==> config.mk <==
export PLATFORM = sky130hd
export DESIGN_NAME = axi_lite_slave_mem
export DESIGN_NICKNAME = d
export VERILOG_FILES = /design/src/rtl/axi_lite_slave_mem.sv
export SDC_FILE = /design/constraint.sdc
export NUM_CORES = 1
export LEC_CHECK = 0
export CORE_ASPECT_RATIO = 1.4
export CORE_MARGIN = 1.5
export CORE_UTILIZATION = 40
export DETAILED_ROUTE_END_ITERATION = 8
export PLACE_DENSITY_LB_ADDON = 0.3
export SYNTH_ARGS = -nofsm -noshare
export SYNTH_HDL_FRONTEND = slang
export SYNTH_SLANG_ARGS = --single-unit
==> constraint.sdc <==
create_clock -name ACLK -period 11.7 [get_ports ACLK]
set_clock_uncertainty 0.15 [all_clocks]
set_input_delay 3.51 -clock ACLK [delete_from_list [all_inputs] [get_ports ACLK]]
set_output_delay 3.51 -clock ACLK [all_outputs]
set_load 0.005 [all_outputs]
==> src/rtl/axi_lite_slave_mem.sv <==
// ---------------------------------------------------------------------------
// axi_lite_slave_mem
//
// AXI4-Lite responder backed by a DEPTH x 32-bit register file. Write address
// and write data are accepted independently (either order or together); once
// both are held the write is committed and a BRESP is returned after
// WAIT_CYCLES extra cycles. Reads return RDATA/RRESP after the same number of
// extra cycles. Addresses outside [BASE_ADDR, BASE_ADDR + DEPTH*4) answer
// SLVERR, leave memory untouched on writes and return zero data on reads.
//
// Ports
//   ACLK, ARESET            clock, synchronous active-high reset
//   AW*  (ADDR/VALID/READY) write address channel; AWCACHE/AWPROT ignored
//   W*   (DATA/VALID/READY) write data channel (full-word writes only)
//   B*   (RESP/VALID/READY) write response channel (00 OKAY, 10 SLVERR)
//   AR*  (ADDR/VALID/READY) read address channel; ARCACHE/ARPROT ignored
//   R*   (DATA/RESP/VALID/READY) read data channel (00 OKAY, 10 SLVERR)
// ---------------------------------------------------------------------------
module axi_lite_slave_mem #(
    parameter int          DEPTH       = 16,
    parameter logic [31:0] BASE_ADDR   = 32'h0,
    parameter int          WAIT_CYCLES = 0
) (
    input  logic        ACLK,
    input  logic        ARESET,
    input  logic [31:0] AWADDR,
    input  logic        AWVALID,
    output logic        AWREADY,
    input  logic [3:0]  AWCACHE,
    input  logic [2:0]  AWPROT,
    input  logic [31:0] WDATA,
    input  logic        WVALID,
    output logic        WREADY,
    output logic [1:0]  BRESP,
    output logic        BVALID,
    input  logic        BREADY,
    input  logic [31:0] ARADDR,
    input  logic        ARVALID,
    output logic        ARREADY,
    input  logic [3:0]  ARCACHE,
    input  logic [2:0]  ARPROT,
    output logic [31:0] RDATA,
    output logic [1:0]  RRESP,
    output logic        RVALID,
    input  logic        RREADY
);

    localparam int          IDX_W     = (DEPTH > 1) ? $clog2(DEPTH) : 1;
    localparam logic [31:0] SPAN      = 32'(DEPTH * 4);
    localparam logic [3:0]  WAIT_INIT = 4'(WAIT_CYCLES);
    localparam logic [1:0]  RESP_OKAY   = 2'b00;
    localparam logic [1:0]  RESP_SLVERR = 2'b10;

    typedef enum logic [1:0] {W_IDLE, W_WAIT, W_RESP} wState_t;
    typedef enum logic [1:0] {R_IDLE, R_WAIT, R_RESP} rState_t;

    logic [31:0] r_mem [DEPTH];

    wState_t     r_wState;
    logic        r_awReady;
    logic        r_wReady;
    logic        r_awHeld;
    logic        r_wHeld;
    logic [31:0] r_awAddr;
    logic [31:0] r_wData;
    logic [3:0]  r_wCnt;
    logic        r_bValid;
    logic [1:0]  r_bResp;

    rState_t     r_rState;
    logic        r_arReady;
    logic [31:0] r_arAddr;
    logic [3:0]  r_rCnt;
    logic        r_rValid;
    logic [1:0]  r_rResp;
    logic [31:0] r_rData;

    // Cache/protection attributes carry no meaning for a plain register file.
    logic w_unused;
    assign w_unused = ^{AWCACHE, AWPROT, ARCACHE, ARPROT};

    // Write path: the address/data used for the commit come from the latch
    // when already held, otherwise straight from the bus in the handshake cycle.
    logic             w_awHs;
    logic             w_wHs;
    logic [31:0]      w_wrAddr;
    logic [31:0]      w_wrData;
    logic [31:0]      w_wrOffset;
    logic             w_wrInRange;
    logic [IDX_W-1:0] w_wrIdx;
    logic             w_commit;

    assign w_awHs      = AWVALID & r_awReady;
    assign w_wHs       = WVALID & r_wReady;
    assign w_wrAddr    = r_awHeld ? r_awAddr : AWADDR;
    assign w_wrData    = r_wHeld ? r_wData : WDATA;
    // Unsigned wrap-around makes addresses below BASE_ADDR fail this compare too.
    assign w_wrOffset  = w_wrAddr - BASE_ADDR;
    assign w_wrInRange = (w_wrOffset < SPAN);
    assign w_wrIdx     = w_wrOffset[IDX_W+1:2];
    assign w_commit    = (r_wState == W_IDLE) && (r_awHeld || w_awHs) && (r_wHeld || w_wHs);

    // Read path: in R_IDLE the sample address is the bus (zero-wait case),
    // afterwards it is the latched address.
    logic             w_arHs;
    logic [31:0]      w_rdAddr;
    logic [31:0]      w_rdOffset;
    logic             w_rdInRange;
    logic [IDX_W-1:0] w_rdIdx;

    assign w_arHs      = ARVALID & r_arReady;
    assign w_rdAddr    = (r_rState == R_IDLE) ? ARADDR : r_arAddr;
    assign w_rdOffset  = w_rdAddr - BASE_ADDR;
    assign w_rdInRange = (w_rdOffset < SPAN);
    assign w_rdIdx     = w_rdOffset[IDX_W+1:2];

    // Write FSM and memory. READYs are registered: they drop on the edge that
    // completes their handshake and only rise one cycle after entering W_IDLE
    // with nothing latched, which bounds throughput to one write per 3 cycles.
    always_ff @(posedge ACLK) begin
        if (ARESET) begin
            r_wState  <= W_IDLE;
            r_awReady <= 1'b0;
            r_wReady  <= 1'b0;
            r_awHeld  <= 1'b0;
            r_wHeld   <= 1'b0;
            r_awAddr  <= '0;
            r_wData   <= '0;
            r_wCnt    <= '0;
            r_bValid  <= 1'b0;
            r_bResp   <= RESP_OKAY;
            for (int i = 0; i < DEPTH; i++) begin
                r_mem[i] <= '0;
            end
        end else begin
            case (r_wState)
                W_IDLE: begin
                    if (w_commit) begin
                        if (w_wrInRange) begin
                            r_mem[w_wrIdx] <= w_wrData;
                        end
                        r_bResp   <= w_wrInRange ? RESP_OKAY : RESP_SLVERR;
                        r_awHeld  <= 1'b1;
                        r_wHeld   <= 1'b1;
                        r_awAddr  <= w_wrAddr;
                        r_wData   <= w_wrData;
                        r_awReady <= 1'b0;
                        r_wReady  <= 1'b0;
                        if (WAIT_INIT == 4'd0) begin
                            r_bValid <= 1'b1;
                            r_wState <= W_RESP;
                        end else begin
                            r_wCnt   <= WAIT_INIT;
                            r_wState <= W_WAIT;
                        end
                    end else begin
                        if (w_awHs) begin
                            r_awAddr  <= AWADDR;
                            r_awHeld  <= 1'b1;
                            r_awReady <= 1'b0;
                        end else begin
                            r_awReady <= ~r_awHeld;
                        end
                        if (w_wHs) begin
                            r_wData  <= WDATA;
                            r_wHeld  <= 1'b1;
                            r_wReady <= 1'b0;
                        end else begin
                            r_wReady <= ~r_wHeld;
                        end
                    end
                end
                W_WAIT: begin
                    if (r_wCnt <= 4'd1) begin
                        r_wCnt   <= 4'd0;
                        r_bValid <= 1'b1;
                        r_wState <= W_RESP;
                    end else begin
                        r_wCnt <= r_wCnt - 4'd1;
                    end
                end
                W_RESP: begin
                    if (BREADY) begin
                        r_bValid <= 1'b0;
                        r_awHeld <= 1'b0;
                        r_wHeld  <= 1'b0;
                        r_wState <= W_IDLE;
                    end
                end
                default: begin
                    r_wState <= W_IDLE;
                end
            endcase
        end
    end

    // Read FSM. Memory is sampled on the edge RVALID rises; a write committed
    // on that same edge is not yet visible, so the old word is returned.
    always_ff @(posedge ACLK) begin
        if (ARESET) begin
            r_rState  <= R_IDLE;
            r_arReady <= 1'b0;
            r_arAddr  <= '0;
            r_rCnt    <= '0;
            r_rValid  <= 1'b0;
            r_rResp   <= RESP_OKAY;
            r_rData   <= '0;
        end else begin
            case (r_rState)
                R_IDLE: begin
                    if (w_arHs) begin
                        r_arAddr  <= ARADDR;
                        r_arReady <= 1'b0;
                        if (WAIT_INIT == 4'd0) begin
                            r_rValid <= 1'b1;
                            r_rData  <= w_rdInRange ? r_mem[w_rdIdx] : 32'h0;
                            r_rResp  <= w_rdInRange ? RESP_OKAY : RESP_SLVERR;
                            r_rState <= R_RESP;
                        end else begin
                            r_rCnt   <= WAIT_INIT;
                            r_rState <= R_WAIT;
                        end
                    end else begin
                        r_arReady <= 1'b1;
                    end
                end
                R_WAIT: begin
                    if (r_rCnt <= 4'd1) begin
                        r_rCnt   <= 4'd0;
                        r_rValid <= 1'b1;
                        r_rData  <= w_rdInRange ? r_mem[w_rdIdx] : 32'h0;
                        r_rResp  <= w_rdInRange ? RESP_OKAY : RESP_SLVERR;
                        r_rState <= R_RESP;
                    end else begin
                        r_rCnt <= r_rCnt - 4'd1;
                    end
                end
                R_RESP: begin
                    if (RREADY) begin
                        r_rValid <= 1'b0;
                        r_rState <= R_IDLE;
                    end
                end
                default: begin
                    r_rState <= R_IDLE;
                end
            endcase
        end
    end

    assign AWREADY = r_awReady;
    assign WREADY  = r_wReady;
    assign BVALID  = r_bValid;
    assign BRESP   = r_bResp;
    assign ARREADY = r_arReady;
    assign RVALID  = r_rValid;
    assign RRESP   = r_rResp;
    assign RDATA   = r_rData;

endmodule

==> summary.md, run 1 <==
| Metric | Value |
|---|---|
| 1st-pass router iterations | 8 |
| Post-CTS Setup Bufs | 0 |
| Status | completed |
| Initial antenna violation count | 0 |
| CTS buffer count | 58 |
| Ys flop type | edfxtp_1 |
| DP HPWL | 43,600 um |
| Most common cell after layout, fill and taps aside | nand2_1 |
| Power density cells | 158 mW/mm2 |
| YS warnings | 0 |
| Cell Rows | 115 |
| Synthesis-to-layout area growth | 15.7% |
| Max-cap violations | 0 |
| Final Critical Period | 7.66 ns |
| Dpl ws | 3.42 ns |
| Layout net count | 2,811 |
| Area contributors post-synth | edfxtp_1, nor3_1, dfxtp_1 |
| Critical path peak fanout | 77 |
| Multi-input logic area | 0.00960 mm2 |
| Post-route worst setup slack | 4.04 ns |
| Vert. Die Dim | 317 um |
| Setup CP Type | in2reg |
| DRT Wirelength | 84,500 um |
| Clk sinks | 637 |
| Sequential fraction of the synthesis area | 63.4% |
| Antenna viol nets, final | 0 |
| CP Capture Type | flop |
| Resized Gates After CTS | 0 |
| Headroom to the max-slew limit | 12.5% |
| Synth Register Bits | 637 |
| Worst-Skew Late Latency | 0.63 ns |
| Tcrit/Tclk final | 65.5% |
| Worst hold path startpoint | r_wData[23] |
| Register area | 0.0179 mm2 |
| Leakage | 10.4 nW |
| Cell taking the most area after synthesis | edfxtp_1 |
| PortBufs | 137 |
| Largest net degree at the start of global routing | 134 |
| Hold path cells | 2 |
| Die footprint | 0.0722 mm2 |
| Count of final max-slew check failures | 0 |
| Measured slew at the worst slew-check pin | 1.28 ns |
| Worst EP required | 11.81 ns |
| Filler cells | 6,375 |
| Register-to-register setup slack | 7.06 ns |
| Buffer depth of the longest clock path | 3 |
| Ratio of cells with drive above 1 in the final layout | 7.25% |
| Synth top area share | 54.5% |
| Reg-to-Reg Start | r_awHeld |
| Syn Std Cell Area | 0.0282 mm2 |
| First-pass GRT wire length | 125,000 um |
| Post-synth EDFFs | 512 |
| Core ar. | 0.0701 mm2 |
| H-tree levels | 2 |
| Synth Area per Inst | 10.5 um2 |
| CTS clk-pin slew, worst paths | 0.06 ns |
| Worst VDD drop | 0.125 mV |
| Vias in the first global route | 21,300 |
| Residual DRC | 0 |
| Grt ovf | 0 |
| CP arrival | 7.77 ns |
| Starting DRT DRC Count | 2,055 |
| Setup violators final | 0 |
| Top Ports | 158 |
| Vias | 21,600 |
| Horiz. Die Dim | 227 um |
| Gate Count Post-Synth | 2,696 |
| Most frequent cells in the layout | nand2_1, nor3_1, edfxtp_1 |
| Aggregate global-route resource usage | 23.1% |
| WHS Endpoint | r_wData[23] |
| Routed vias/inst | 5.88 |
| RD Place Congestion | 0.795 |
| Wire length per cell | 23.0 um |
| R2R cell count | 7 |
| Reg-to-reg critical path endpoint | r_mem[13][30] |
| # hold bufs at CTS | 0 |
| Post-synth ARST share | 0% |
| Diode count | 0 |
| CTS Root Buffer Type | clkbuf_16 |
| Yosys cell types | 42 |
| Initial Utilization | 40.3% |
| Crit start category | primary input |
| Maximum clock frequency | 130 MHz |
| Setup_tns | 0 ns |
| HP Class | reg2reg |
| Final Hold Viols | 0 |
| CTS tree | done |
| RSZ-0062 raised after global routing | no |
-- flip-flops by register name, indices dropped and copies added (netlist names) --
| name | count |
|---|---|
| BRESP | 1 |
| ARREADY | 1 |
| r_mem | 512 |
| RDATA | 32 |
| BVALID | 1 |
| AWREADY | 1 |
| r_arAddr | 22 |
| r_awAddr | 30 |
| r_wData | 32 |
| RRESP | 1 |
| WREADY | 1 |
| RVALID | 1 |
| r_awHeld | 1 |
| r_wHeld | 1 |
-- how the worst max path moves through the flow --
stage	endpoint	slack (ns)	start	cells after the start
floorplan	r_mem[6][0]	4.09	AWADDR[18]	7
finish	r_mem[13][30]	4.04	AWADDR[18]	9
global placement	r_mem[13][27]	3.51	AWADDR[18]	9
detailed placement	r_mem[13][27]	3.42	AWADDR[18]	9
global route	r_mem[13][30]	3.95	AWADDR[18]	9
CTS	r_mem[13][30]	4.07	AWADDR[18]	9
-- area by class of cell --
cell class,instances,area share (%)
flip-flops and latches,637,54.8
multi-input cells,1777,29.4
repair buffers,212,5.96
clock buffers,86,5.13
well taps,936,3.59
clock inverters,23,1.05
inverters,8,0.0920
-- where the power goes --
| part | switching (mW) | internal (mW) |
|---|---|---|
| sequential | 0.0334 | 2.52 |
| combinational | 0.415 | 0.164 |
| clock | 0.845 | 1.19 |
-- stage by stage --
| stage | util [%] | instances | cell area (um2) | power, mW | hold WS [ns] |
|---|---|---|---|---|---|
| after floorplan | - | 2697 | 28200 | 2.94 | 0.286 |
| after global placement | 43.7 | 3567 | 30600 | 3.16 | 0.291 |
| after CTS | 46.5 | 3676 | 32600 | 5.18 | 0.305 |
| final | 46.6 | 3679 | 32600 | 5.17 | 0.303 |
| after detailed placement | 43.7 | 3567 | 30600 | 3.18 | 0.296 |
| after global routing | 46.6 | 3679 | 32600 | 5.31 | 0.320 |
-- synth_stat cells, drive strengths merged (2+ instances only) --
library cell	n
nor3b	31
or2	3
a211oi	3
inv	8
nand3b	2
edfxtp	512
mux2	2
clkbuf	215
nand3	7
mux2i	100
o21bai	16
nor2	12
o22ai	32
nor4	22
a21oi	310
nor3	553
a22oi	2
a211o	2
buf	60
nand2b	4
nor2b	7
dfxtp	125
a32oi	3
a32o	2
nand2	583
a221oi	32
o221ai	2
mux4	2
or4	2
o211ai	2
nor4b	32
-- routing by layer --
metal	wire (um)	track usage [%]	part of all wire (%)	up-vias
li1	-	-	-	9786
met5	0	0	0	-
met3	6760	3.04	8.0	207
met4	3290	10.0	3.9	0
met2	42100	40.5	50	1019
met1	32300	28.4	38	10600
-- worst max-delay path: stages --
cell and delay (ns):
clkdlybuf4s50_1 0.42, or4_1 0.54, or4_1 0.54, nor4_4 0.52, o211ai_1 0.15, buf_4 0.52
buf_4 0.52, o21bai_4 0.44, buf_4 0.52
-- cells by family (layout without fill, tap and decap cells) --
family | Yosys count | after routing | synth area share (%)
AOI/OAI and AO/OA | 411 | 411 | 8.24
buffers and inverters | 283 | 329 | 3.91
muxes | 104 | 104 | 3.79
DFF | 637 | 637 | 63.4
other | 1 | 2 | 0.0133
and+or+nand+nor | 1260 | 1260 | 20.7
Note: power is estimated with default switching activity, not from simulation.
==> run 2, diff against run 1 <==
Clock period 11.7 ns to 6.5 ns, I/O delays scaled along.
==> summary.md, run 2 (synthesis results as in run 1) <==
| Metric | Value |
|---|---|
| Status | completed |
| Setup_tns | 0 ns (unchanged) |
| Hold path cells | 2 (unchanged) |
| CTS Root Buffer Type | clkbuf_16 |
| Largest net degree at the start of global routing | 110 (-18%) |
| CP most frequent cell | buf_4 |
| Synthesis-to-layout area growth | 16.8% |
| Measured slew at the worst slew-check pin | 1.17 ns (-0.111 ns) |
| Top Ports | 158 (unchanged) |
| Worst EP required | 6.78 ns (-5.03 ns) |
| Worst-Skew Late Latency | 0.62 ns (about the same) |
| Post-CTS Setup Bufs | 0 (unchanged) |
| Final Critical Period | 5.25 ns |
| Count of final max-slew check failures | 0 (unchanged) |
| Initial antenna violation count | 0 (unchanged) |
| Clk sinks | 637 (unchanged) |
| Core ar. | 0.0701 mm2 (unchanged) |
| Final non-filler cell total | 3,692 (+0.35%) |
| Routed vias/inst | 5.86 (-0.33%) |
| # hold bufs at CTS | 0 (unchanged) |
| RD Place Congestion | 0.789 (-0.74%) |
| Worst path buffer plus inverter count | 4 (unchanged) |
| Resized Gates After CTS | 0 (unchanged) |
| Power density cells | 281 mW/mm2 (+77%) |
| Ratio of cells with drive above 1 in the final layout | 8.27% (+1.0 points) |
| Critical path peak fanout | 71 (-7.8%) |
| Headroom to the max-slew limit | 20.8% (+8.3 points) |
| Placed instance count | 3,582 (+0.42%) |
| Maximum clock frequency | 190 MHz |
| CTS tree | done |
| Worst hold path startpoint | r_wData[7] |
| Initial Utilization | 40.3% (unchanged) |
| Vias | 21,600 (+0.018%) |
| Starting DRT DRC Count | 1,982 (-3.6%) |
| DP HPWL | 46,700 um (+7.3%) |
| Worst VDD drop | 0.202 mV (+61%) |
| First-pass GRT wire length | 127,000 um (+1.3%) |
| H-tree levels | 2 (unchanged) |
| Tcrit/Tclk final | 80.8% |
| Die footprint | 0.0722 mm2 (unchanged) |
| 1st-pass router iterations | 6 (-2) |
| Cell Rows | 115 (unchanged) |
| Aggregate global-route resource usage | 23.2% (+0.15 points) |
| RSZ-0062 raised after global routing | no |
| Max stage delay on crit path | 0.58 ns (+0.04 ns) |
| Reg-to-reg critical path endpoint | r_mem[11][14] |
| CP Capture Type | flop |
| Vias in the first global route | 21,100 (-0.62%) |
| Final Hold Viols | 0 (unchanged) |
| Slowest CP cell | buf_4 |
| PortBufs | 137 (unchanged) |
| Antenna viol nets, final | 0 (unchanged) |
| CTS clk-pin slew, worst paths | 0.06 ns (about the same) |
| Most common cell after layout, fill and taps aside | nand2_1 |
| Wire length per cell | 23.0 um (+0.18%) |
| Layout net count | 2,825 (+0.50%) |
| Horiz. Die Dim | 227 um (unchanged) |
| Crit start category | primary input |
| DRT Wirelength | 84,900 um (+0.54%) |
| Max FFs per register | 512 (unchanged) |
| Setup violators final | 0 (unchanged) |
| Worst-path cell chain | clkdlybuf4s50_1 > or4_1 > or4_1 > nor4_4 > buf_4 > o211ai_1 > buf_4 > buf_4 > nor3_1 |
| Register with the most flip-flops | r_mem |
| Buffer depth of the longest clock path | 3 (unchanged) |
| R2R cell count | 6 (-1) |
| Register-to-register setup slack | 2.55 ns (-4.51 ns) |
| HP Class | reg2reg |
| CTS buffer count | 58 (unchanged) |
| Leakage | 10.5 nW (+1.4%) |
| Residual DRC | 0 (unchanged) |
| CP arrival | 5.53 ns (-2.24 ns) |
| Grt ovf | 0 (unchanged) |
| Most frequent cells in the layout | nand2_1, nor3_1, edfxtp_1 |
| Vert. Die Dim | 317 um (unchanged) |
| Diode count | 0 (unchanged) |
| Reg-to-Reg Start | r_awHeld |
| Cell family with most CP delay | buffers and inverters |
| WHS Endpoint | r_wData[7] |
| Setup CP Type | in2reg |
| Max-cap violations | 0 (unchanged) |
## run 2: layer usage
metal / GRT usage [%] / wire, um / vias to the layer above
met4: 8.85 / 3130 / 0
met2: 41.0 / 42900 / 991
met1: 29.0 / 32400 / 10700
met3: 2.85 / 6490 / 192
met5: 0 / 0 / -
li1: - / - / 9806
## run 2: worst register-to-register path, stage by stage (launching register included)
cell	delay, ns
dfxtp_1	0.70
inv_1	0.26
nor3_1	0.86
o211ai_1	0.33
buf_4	0.49
buf_4	0.62
nor3_1	0.36
## run 2: stage by stage
stage / worst slack [ns] / instance area [um2] / hold WS [ns] / utilization, % / power [mW]
2_1_floorplan: 0.447 / 28200 / 0.286 / - / 5.29
3_3_place_gp: 0.731 / 31000 / 0.291 / 44.2 / 5.73
3_5_place_dp: 0.673 / 31000 / 0.296 / 44.2 / 5.76
4_1_cts: 1.27 / 32900 / 0.305 / 47.0 / 9.27
5_1_grt: 1.16 / 33000 / 0.320 / 47.0 / 9.51
6_report: 1.25 / 33000 / 0.303 / 47.0 / 9.25
## run 2: final cells by class
type / count / area [um2]
multi-input cells: 1777 / 9620
well taps: 936 / 1170
flip-flops and latches: 637 / 17900
inverters: 8 / 30.0
clock inverters: 36 / 387
repair buffers: 226 / 2300
fillers: 6392 / 37100
clock buffers: 72 / 1580
## run 2: worst max-delay path by stage
stage / start / to / slack [ns] / cells after the start
after floorplan: AWADDR[18] / r_mem[6][0] / 0.45 / 7
after global placement: AWADDR[18] / r_mem[7][20] / 0.73 / 9
after detailed placement: AWADDR[18] / r_mem[15][26] / 0.67 / 9
after CTS: AWADDR[18] / r_mem[11][14] / 1.27 / 9
after global routing: AWADDR[18] / r_mem[11][25] / 1.16 / 9
final: AWADDR[18] / r_mem[11][14] / 1.25 / 9
## run 2: report_power, final
part,switching (mW),internal (mW)
Sequential,0.0612,4.54
Clock,1.54,2.03
Combinational,0.759,0.323
Total,2.36,6.90
